$ cat src/rtl/mem_fill_verify_if.sv
// mem_fill_verify_if
//   Bundles the control handshake and the RAM bus of the fill/verify
//   controller so that one interface instance carries them.
//   Ports (signals):
//     start, abort, mode[1:0], seed[DATA_W], verify_en  - control towards the controller
//     busy, done, pass, err_count[ADDR_W+1], first_err_addr[ADDR_W] - status from it
//     add[ADDR_W], wr, wdata[DATA_W]                    - RAM request from the controller
//     rdata[DATA_W]                                     - RAM read data towards it
//   Modports:
//     master - the controller side
//     slave  - the environment side (top level logic plus RAM)
interface mem_fill_verify_if #(
  parameter int DATA_W = 8,
  parameter int ADDR_W = 3
);
  logic              start;
  logic              abort;
  logic [1:0]        mode;
  logic [DATA_W-1:0] seed;
  logic              verify_en;
  logic [ADDR_W-1:0] add;
  logic              wr;
  logic [DATA_W-1:0] wdata;
  logic [DATA_W-1:0] rdata;
  logic              busy;
  logic              done;
  logic              pass;
  logic [ADDR_W:0]   err_count;
  logic [ADDR_W-1:0] first_err_addr;

  modport master (
    input  start, abort, mode, seed, verify_en, rdata,
    output add, wr, wdata, busy, done, pass, err_count, first_err_addr
  );

  modport slave (
    output start, abort, mode, seed, verify_en, rdata,
    input  add, wr, wdata, busy, done, pass, err_count, first_err_addr
  );
endinterface

$ cat src/rtl/mem_fill_verify.sv
// mem_fill_verify
//   Fills every word of a DEPTH x DATA_W single-port synchronous RAM with a
//   mode-selected pattern and optionally reads it all back, counting
//   mismatches and remembering the first failing address.
//   Ports:
//     clk  - rising-edge clock
//     rst  - synchronous active-low reset
//     bus  - mem_fill_verify_if.master: start/abort/mode/seed/verify_en in,
//            add/wr/wdata out to the RAM, rdata in from the RAM,
//            busy/done/pass/err_count/first_err_addr status out
module mem_fill_verify #(
  parameter int DATA_W = 8,
  parameter int DEPTH  = 8,
  parameter int ADDR_W = $clog2(DEPTH)
) (
  input logic               clk,
  input logic               rst,
  mem_fill_verify_if.master bus
);

  typedef enum logic [2:0] {
    IDLE,
    WRITE,
    READ,
    DRAIN,
    DONE
  } state_t;

  localparam logic [ADDR_W-1:0] LAST_ADDR = ADDR_W'(DEPTH - 1);

  // Pattern word for address a under mode m and seed s, modulo 2^DATA_W.
  function automatic logic [DATA_W-1:0] pattern(
    input logic [1:0]        m,
    input logic [DATA_W-1:0] s,
    input logic [ADDR_W-1:0] a
  );
    logic [DATA_W-1:0] a_ext;
    logic [DATA_W-1:0] r;
    a_ext = DATA_W'(a);
    case (m)
      2'd0:    r = s + a_ext;
      2'd1:    r = s;
      2'd2:    r = ~(s + a_ext);
      default: r = a[0] ? ~s : s;
    endcase
    return r;
  endfunction

  state_t            state, state_n;
  logic [ADDR_W-1:0] add_q, add_n;
  logic              wr_q, wr_n;
  logic [DATA_W-1:0] wdata_q, wdata_n;
  logic [1:0]        mode_q, mode_n;
  logic [DATA_W-1:0] seed_q, seed_n;
  logic              verify_q, verify_n;
  logic              chk_valid, chk_valid_n;
  logic [ADDR_W-1:0] chk_addr, chk_addr_n;
  logic              pass_q, pass_n;
  logic [ADDR_W:0]   err_q, err_n;
  logic [ADDR_W-1:0] first_q, first_n;
  logic [ADDR_W-1:0] add_inc;
  logic              mismatch;

  assign add_inc = add_q + 1'b1;

  // The read issued last cycle returns now; chk_addr remembers which word it was.
  assign mismatch = chk_valid && (bus.rdata != pattern(mode_q, seed_q, chk_addr));

  // State and every output are registered here; only the comb block below
  // decides their next values.
  always_ff @(posedge clk) begin
    if (!rst) begin
      state     <= IDLE;
      add_q     <= '0;
      wr_q      <= 1'b0;
      wdata_q   <= '0;
      mode_q    <= '0;
      seed_q    <= '0;
      verify_q  <= 1'b0;
      chk_valid <= 1'b0;
      chk_addr  <= '0;
      pass_q    <= 1'b0;
      err_q     <= '0;
      first_q   <= '0;
    end else begin
      state     <= state_n;
      add_q     <= add_n;
      wr_q      <= wr_n;
      wdata_q   <= wdata_n;
      mode_q    <= mode_n;
      seed_q    <= seed_n;
      verify_q  <= verify_n;
      chk_valid <= chk_valid_n;
      chk_addr  <= chk_addr_n;
      pass_q    <= pass_n;
      err_q     <= err_n;
      first_q   <= first_n;
    end
  end

  // Next-state and next-output logic. wdata for address 0 is produced from
  // the incoming mode/seed at the accepting edge, since the latched copies
  // only become visible one cycle later.
  always_comb begin
    state_n     = state;
    add_n       = add_q;
    wr_n        = 1'b0;
    wdata_n     = wdata_q;
    mode_n      = mode_q;
    seed_n      = seed_q;
    verify_n    = verify_q;
    chk_valid_n = 1'b0;
    chk_addr_n  = add_q;
    pass_n      = pass_q;
    err_n       = err_q;
    first_n     = first_q;

    if (mismatch) begin
      err_n = err_q + 1'b1;
      if (err_q == '0) begin
        first_n = chk_addr;
      end
    end

    case (state)
      IDLE: begin
        add_n = '0;
        if (bus.start) begin
          mode_n   = bus.mode;
          seed_n   = bus.seed;
          verify_n = bus.verify_en;
          pass_n   = 1'b0;
          err_n    = '0;
          first_n  = '0;
          wr_n     = 1'b1;
          wdata_n  = pattern(bus.mode, bus.seed, '0);
          state_n  = WRITE;
        end
      end
      WRITE: begin
        if (bus.abort) begin
          add_n   = '0;
          pass_n  = 1'b0;
          state_n = IDLE;
        end else if (add_q == LAST_ADDR) begin
          add_n   = '0;
          state_n = verify_q ? READ : DONE;
        end else begin
          add_n   = add_inc;
          wr_n    = 1'b1;
          wdata_n = pattern(mode_q, seed_q, add_inc);
        end
      end
      READ: begin
        if (bus.abort) begin
          add_n   = '0;
          pass_n  = 1'b0;
          state_n = IDLE;
        end else begin
          chk_valid_n = 1'b1;
          if (add_q == LAST_ADDR) begin
            add_n   = '0;
            state_n = DRAIN;
          end else begin
            add_n = add_inc;
          end
        end
      end
      DRAIN: begin
        add_n = '0;
        if (bus.abort) begin
          pass_n  = 1'b0;
          state_n = IDLE;
        end else begin
          // err_n already includes the final word's compare.
          pass_n  = verify_q && (err_n == '0);
          state_n = DONE;
        end
      end
      DONE: begin
        add_n   = '0;
        state_n = IDLE;
      end
      default: begin
        add_n   = '0;
        state_n = IDLE;
      end
    endcase
  end

  assign bus.add            = add_q;
  assign bus.wr             = wr_q;
  assign bus.wdata          = wdata_q;
  assign bus.busy           = (state == WRITE) || (state == READ) || (state == DRAIN);
  assign bus.done           = (state == DONE);
  assign bus.pass           = pass_q;
  assign bus.err_count      = err_q;
  assign bus.first_err_addr = first_q;

endmodule

$ cat src/flat_wrapper.sv
// flat-port wrapper written by rule: the top's interface ports become plain ports
module mem_fill_verify_flat 
#(
  parameter int DATA_W = 8,
  parameter int DEPTH  = 8,
  parameter int ADDR_W = $clog2(DEPTH)
)
  (clk, rst, bus_start, bus_abort, bus_mode, bus_seed, bus_verify_en, bus_rdata, bus_add, bus_wr, bus_wdata, bus_busy, bus_done, bus_pass, bus_err_count, bus_first_err_addr);
  mem_fill_verify_if #(.DATA_W(DATA_W), .ADDR_W(ADDR_W)) bus_i ();
  input logic clk;
  input logic rst;
  input wire logic [$bits(bus_i.start)-1:0] bus_start;
  input wire logic [$bits(bus_i.abort)-1:0] bus_abort;
  input wire logic [$bits(bus_i.mode)-1:0] bus_mode;
  input wire logic [$bits(bus_i.seed)-1:0] bus_seed;
  input wire logic [$bits(bus_i.verify_en)-1:0] bus_verify_en;
  input wire logic [$bits(bus_i.rdata)-1:0] bus_rdata;
  output wire logic [$bits(bus_i.add)-1:0] bus_add;
  output wire logic [$bits(bus_i.wr)-1:0] bus_wr;
  output wire logic [$bits(bus_i.wdata)-1:0] bus_wdata;
  output wire logic [$bits(bus_i.busy)-1:0] bus_busy;
  output wire logic [$bits(bus_i.done)-1:0] bus_done;
  output wire logic [$bits(bus_i.pass)-1:0] bus_pass;
  output wire logic [$bits(bus_i.err_count)-1:0] bus_err_count;
  output wire logic [$bits(bus_i.first_err_addr)-1:0] bus_first_err_addr;
  assign bus_i.start = bus_start;
  assign bus_i.abort = bus_abort;
  assign bus_i.mode = bus_mode;
  assign bus_i.seed = bus_seed;
  assign bus_i.verify_en = bus_verify_en;
  assign bus_i.rdata = bus_rdata;
  assign bus_add = bus_i.add;
  assign bus_wr = bus_i.wr;
  assign bus_wdata = bus_i.wdata;
  assign bus_busy = bus_i.busy;
  assign bus_done = bus_i.done;
  assign bus_pass = bus_i.pass;
  assign bus_err_count = bus_i.err_count;
  assign bus_first_err_addr = bus_i.first_err_addr;
  mem_fill_verify #(.DATA_W(DATA_W), .DEPTH(DEPTH), .ADDR_W(ADDR_W)) u_core (.clk(clk), .rst(rst), .bus(bus_i));
endmodule
$ cat config.mk
export PLATFORM = sky130hd
export DESIGN_NAME = mem_fill_verify_flat
export DESIGN_NICKNAME = d
export VERILOG_FILES = /design/src/rtl/mem_fill_verify_if.sv /design/src/rtl/mem_fill_verify.sv /design/src/flat_wrapper.sv
export SDC_FILE = /design/constraint.sdc
export NUM_CORES = 1
export LEC_CHECK = 0
export ABC_AREA = 1
export CORE_MARGIN = 2
export CORE_UTILIZATION = 35
export CTS_BUF_LIST = sky130_fd_sc_hd__clkbuf_16
export DETAILED_ROUTE_END_ITERATION = 12
export GPL_ROUTABILITY_DRIVEN = 0
export SLEW_MARGIN = 20
export SYNTH_ARGS = -nofsm -noshare
export SYNTH_HDL_FRONTEND = slang
export SYNTH_SLANG_ARGS = --single-unit
$ cat constraint.sdc
create_clock -name clk -period 2.5 [get_ports clk]
set_input_delay 0.5 -clock clk [delete_from_list [all_inputs] [get_ports clk]]
set_output_delay 0.5 -clock clk [all_outputs]
set_load 0.005 [all_outputs]
==> results of run 1 <==
-- worst min-delay path: stages (launching register included) --
cell and delay (ps):
dfxtp_1 310, inv_1 50, a21oi_1 50
-- metrics by stage --
step                area (µm²)   util  worst slack, ps  hold slack, ps  std cells
global placement          3290  0.451             -129             435        556
finish                    3680  0.505             55.4             451        566
floorplan                 2660      -             36.2             440        408
CTS                       3510  0.482             1.20             453        564
global route              3680  0.505             -159             494        566
detailed placement        3290  0.451             -116             444        556
-- cells in the mapped netlist (3+ instances only) --
cell,number,share of area
a21oi_1,43,0.081
clkbuf_1,8,0.011
dfxtp_1,38,0.29
ha_1,10,0.047
inv_1,48,0.068
nand2_1,92,0.13
nand3_1,44,0.083
nand3b_1,3,0.0085
nand4_1,3,0.0071
nor2_1,22,0.031
nor2_2,3,0.0071
nor3_1,4,0.0075
o2111ai_1,4,0.013
o211ai_1,4,0.011
o21ai_0,41,0.077
or2_2,5,0.012
xor2_1,12,0.040
-- registers in the layout (all words and copies together) (netlist names) --
name                       cells
u_core.bus.wdata               8
u_core.seed_q                  8
u_core.bus.err_count           4
u_core.bus.add                 3
u_core.bus.first_err_addr      3
u_core.chk_addr                3
u_core.state                   3
u_core.mode_q                  2
u_core.bus.pass                1
u_core.bus.wr                  1
u_core.chk_valid               1
u_core.verify_q                1
-- repair_timing --
| action | in CTS | in global routing |
|---|---|---|
| pin swaps | 3 | 18 |
| setup endpoints to repair | 1 | 10 |
| resized for setup | 6 | 40 |
| hold buffers | 0 | 0 |
| buffers inserted | 0 | 2 |
-- final timing paths --
check                                                  to  depth (start not counted)  slack [ps]
setup / recovery             u_core.bus.pass$_SDFFE_PN0P_                         16          60
hold / removal    u_core.bus.first_err_addr[2]$_SDFF_PN0_                          2         450
setup reg to reg             u_core.bus.pass$_SDFFE_PN0P_                         16          60
hold reg to reg   u_core.bus.first_err_addr[2]$_SDFF_PN0_                          2         450
-- area by class of cell --
type	count	area, µm²
flip-flops and latches	38	768
multi-input cells	306	1810
clock inverters	3	68.8
fillers	760	3610
clock buffers	5	125
repair buffers	64	594
inverters	51	191
well taps	99	124
-- cells by family after synthesis --
logic type | count (synthesis) | synth area share
simple gates | 181 | 0.303
compound gates | 100 | 0.208
buf+inv | 64 | 0.0979
flops | 38 | 0.286
xor+xnor | 13 | 0.0428
fa+ha+maj | 12 | 0.0621
-- layer usage --
layer  track usage  vias to the layer above  wire, µm
met5             0                        -         0
met4        0.0682                        0       130
met3        0.0332                       10       333
met2         0.278                       61      3370
met1         0.258                     1256      3700
li1              -                     1471         -
-- power groups by stage --
stage	registers, mW	clock network (mW)	logic, mW
6_report	0.886	0.831	1.48
4_1_cts	0.876	0.846	1.42
3_5_place_dp	0.882	0	1.40
2_1_floorplan	0.862	0	0.916
3_3_place_gp	0.883	0	1.39
5_1_grt	0.910	0.875	1.67
==> results.cfg, run 1 <==
[outcome]
outcome = completed

[route]
dr.pass1.iters = 4
remaining_drc_errors = 0
ant_nets = 0
wl_per_cell_um = 13.3
routed_wl_um = 7540
vias_per_cell = 4.94
vias = 2798
dr.first_iter.drc_count = 150

[synthesis]
dominantRegCellSynth = dfxtp_1
synthCells = 408
synth_seq_area_share = 0.286
syn_area_um2 = 2660
synth-edff-count = 0
ys_ff_latch = 38
avgSynthCellArea_um2 = 6.51
yosys_warnings = 0
synth_async_sr_flop_share = 0
syn-num-nets = 443
synth_cell_type_count = 35

[power_and_ir_drop]
max-vdd-ir-drop_v = 0.000423
p_int_mw = 1.94
swShare = 0.393
pwr-share-seq = 0.278
report.power.total_mw = 3.19
p_leak_nw = 1.55
p_sw_mw = 1.26
pwr_density_cell_nw_per_um2 = 868
pwr-share-comb = 0.462
pwr-share-clk = 0.260

[global_routing]
grt_pass1_wl_um = 12300
grt_max_degree = 23
antenna_found_initial = 0
grt_pass1_vias = 2576
grt_overflow_total = 0
grt_usage = 0.183

[clock_tree]
clockBufferDepth = 2
cts-root-buf = clkbuf_16
htreeDepth = 2
clock-sinks = 38
cts_tree = yes
numCtsBuffers = 5
clkSlewWorstSetupHoldPaths_ps = 60
worst_skew_pair.late_latency_ps = 290

[setup_path]
cp.arrival_ps = 2670
crit_required_ps = 2720
max_stage_delay_ps = 550
startpoint_type = register
critical-path-top-delay-family = simple AND/OR/NAND/NOR gates
cp-startpoint = u_core.seed_q[0]$_SDFFE_PN0P_
path_buf_inv = 0
path_class = register to register
r2r-start = u_core.seed_q[0]$_SDFFE_PN0P_
path_max_fanout = 6
critPathSlowestCell = fa_2
path_cells = ha_4, fa_2, nand2_2, nand2_2, nand3_2, nand3b_1, nand3_2, nor2_2, nand2_1, nor2_2, nand3_4, nand3_4, nand3_2, nor2_2, nand2_1, a21oi_2
endpoint_kind = register

[final_layout]
syn_to_final_growth_pct = 38.5
layout_common_cells = nand2_1 (87), inv_1 (47), clkdlybuf4s50_1 (44)
drive_gt1_frac = 0.167
final_common_cell = nand2_1
antennaDiodeCount = 0
nets = 501

[hold_path]
hp-start = u_core.bus.first_err_addr[2]$_SDFF_PN0_
hold_class = register to register

[timing]
finalHoldViolCount = 0
worstMarginPinSlew_ps = 466
fin_crit_ps = 2440
setup_violations = 0
finalMaxSlewViolations = 0
slew_headroom = 0.689
finalCritPeriodShare = 0.978
fin_worst_skew_ps = 3.75
finalSetupTns_ps = 0
grt_setup_unrepaired = true
fmax_ghz = 0.409

[floorplan]
start_util = 0.364
fp-row-count = 31
core_area_um2 = 7290
die_w_um = 91.1
dieArea_um2 = 8310
die_h_um = 91.1
ios = 45

[placed_design]
port_buffers = 44
hpwlAfterDp_um = 5690

[flow_run]
cap_violations = 0
No activity file was read; power rests on OpenSTA's default activity.
==> inputs of run 2 (changes only) <==
--- a/config.mk
+++ b/config.mk
@@ -7,10 +7,11 @@
 export LEC_CHECK = 0
 export ABC_AREA = 1
 export CORE_MARGIN = 2
-export CORE_UTILIZATION = 35
+export CORE_UTILIZATION = 48
 export CTS_BUF_LIST = sky130_fd_sc_hd__clkbuf_16
 export DETAILED_ROUTE_END_ITERATION = 12
 export GPL_ROUTABILITY_DRIVEN = 0
+export PLACE_DENSITY = 0.76
 export SLEW_MARGIN = 20
 export SYNTH_ARGS = -nofsm -noshare
 export SYNTH_HDL_FRONTEND = slang
==> run 2 against run 1 <==
  * The flow now finishes with violations (setup timing)
  * First-iteration DRC count rose by 63%
  * Clock power down 29%
  * Clock skew is 2.1 ps higher
  * Global-route usage up 6.5 points
  * Via count grew 6.4%
  * Non-clock buffer count grew 2
  * Combinational power up 3%
  * Critical path depth up 1
  * Total power decreased by 6.1%
  * Wire length grew 3.5%
  * Critical endpoint unchanged
  * Largest cell class unchanged
  * Largest power group unchanged
==> results.cfg, run 2 (synthesized netlist as in run 1, its figures left out) <==
[clock_tree]
cts_tree = yes
worst_skew_pair.late_latency_ps = 280
clkSlewWorstSetupHoldPaths_ps = 60
clock-sinks = 38
clockBufferDepth = 2
cts-root-buf = clkbuf_16
htreeDepth = 2
holdBufCountCts = 0
numCtsBuffers = 5

[power_and_ir_drop]
max-vdd-ir-drop_v = 0.000636
p_leak_nw = 1.52
report.power.total_mw = 3.00
pwr_density_cell_nw_per_um2 = 825

[setup_path]
cp-startpoint = u_core.seed_q[0]$_SDFFE_PN0P_
r2r-start = u_core.seed_q[0]$_SDFFE_PN0P_
critPathCapture = u_core.bus.pass$_SDFFE_PN0P_
timing.rr.end = u_core.bus.pass$_SDFFE_PN0P_
endpoint_kind = register
path_max_fanout = 6
reg2regPathDepth = 17
cp.arrival_ps = 2690
startpoint_type = register
regToRegSetupSlack_ps = -40
path_class = register to register
crit_required_ps = 2660

[hold_path]
whs_path_depth = 2
hold_class = register to register

[floorplan]
ios = 45
dieArea_um2 = 6150
die_w_um = 78.4
core_area_um2 = 5440
die_h_um = 78.4
fp-row-count = 27
start_util = 0.489

[timing]
fin_crit_ps = 2540
fmax_ghz = 0.394
worstMarginPinSlew_ps = 556
finalMaxSlewViolations = 0
fin_worst_skew_ps = 5.87
finalHoldViolCount = 0
grt_setup_unrepaired = true
finalCritPeriodShare = 1.01
slew_headroom = 0.628
setup_violations = 1
finalSetupTns_ps = -36.9
final.setup.worst_slack_ps = -36.9

[final_layout]
drive_gt1_frac = 0.179
final_core_util = 0.668
final_common_cell = nand2_1
layout_common_cells = nand2_1 (78), inv_1 (48), clkdlybuf4s50_1 (44)
antennaDiodeCount = 0
syn_to_final_growth_pct = 36.8
nets = 503
fillers = 481
design_area_um2 = 3630

[placed_design]
place_area_um2 = 3280
preCtsSetupSlack_ps = -112
port_buffers = 44
hpwlAfterDp_um = 5660

[route]
vias_per_cell = 5.50
routed_wl_um = 7800
vias = 2977
ant_nets = 0
dr.first_iter.drc_count = 245
dr.pass1.iters = 5
wl_per_cell_um = 14.4
remaining_drc_errors = 0

[global_routing]
grt_usage = 0.248
grt_pass1_vias = 2664
antenna_found_initial = 0
grt_pass1_wl_um = 12300
grt_max_degree = 23
grt_overflow_total = 0

[outcome]
outcome = complete, but fails checks
violations = setup timing

[flow_run]
cap_violations = 0
run 2: changes by cell type in the layout (fill, tap and decap cells not counted), sizes merged:
cell    change
clkinv      +2
bufinv      -2
buf         +2
run 2: worst min path at each step:
stage / to / from
4_1_cts: u_core.bus.first_err_addr[2]$_SDFF_PN0_ / u_core.bus.first_err_addr[2]$_SDFF_PN0_
6_report: u_core.bus.first_err_addr[2]$_SDFF_PN0_ / u_core.bus.first_err_addr[2]$_SDFF_PN0_
3_3_place_gp: u_core.bus.first_err_addr[1]$_SDFF_PN0_ / u_core.bus.first_err_addr[1]$_SDFF_PN0_
5_1_grt: u_core.bus.first_err_addr[1]$_SDFF_PN0_ / u_core.bus.first_err_addr[1]$_SDFF_PN0_
3_5_place_dp: u_core.bus.first_err_addr[2]$_SDFF_PN0_ / u_core.bus.first_err_addr[2]$_SDFF_PN0_
2_1_floorplan: u_core.bus.first_err_addr[1]$_SDFF_PN0_ / u_core.bus.first_err_addr[1]$_SDFF_PN0_
run 2: timing repair:
action                     in CTS  in global routing
setup endpoints to repair       4                 13
setup buffers                   0                  1
hold endpoints to repair        0                  0
pin swaps                       0                 19
gates resized for setup         5                 54
run 2: report_power, final:
group          switching, mW  total [mW]  internal, mW
Sequential             0.145       0.891         0.746
Combinational          0.896        1.52         0.622
Clock                  0.231       0.590         0.359
Total                   1.27        3.00          1.73
run 2: critical path, cell delays in order (launching register included):
cell and delay, ps:
dfxtp_4 350, ha_4 160, fa_2 570, nand2_2 60
nand2_1 80, nand3_2 80, nand3b_1 100, nand3_2 70
nor2_2 120, nand2_2 80, nor2_4 120, nand3_4 160
nand2_4 170, nand2_4 60, nand2_1 70, nor2_1 40
nand2_1 80, a21oi_2 50
run 2: per-layer routing:
layer	GRT usage	routed length, µm
met2	0.428	3870
met3	0.0356	406
met1	0.326	3400
met4	0.0667	125
met5	0	0
run 2: stage by stage:
stage                     std cells  hold slack, ps
after floorplan                 408             440
after global placement          532             436
after detailed placement        532             441
after CTS                       540             450
after global routing            541             474
final                           541             447
run 2: layout make-up:
class | instances | area, µm² | share of cell area
clock inverters | 3 | 11.3 | 0.00310
well taps | 72 | 90.1 | 0.0248
flip-flops and latches | 38 | 769 | 0.212
clock buffers | 5 | 125 | 0.0344
inverters | 51 | 191 | 0.0527
repair buffers | 66 | 621 | 0.171
multi-input cells | 306 | 1830 | 0.503
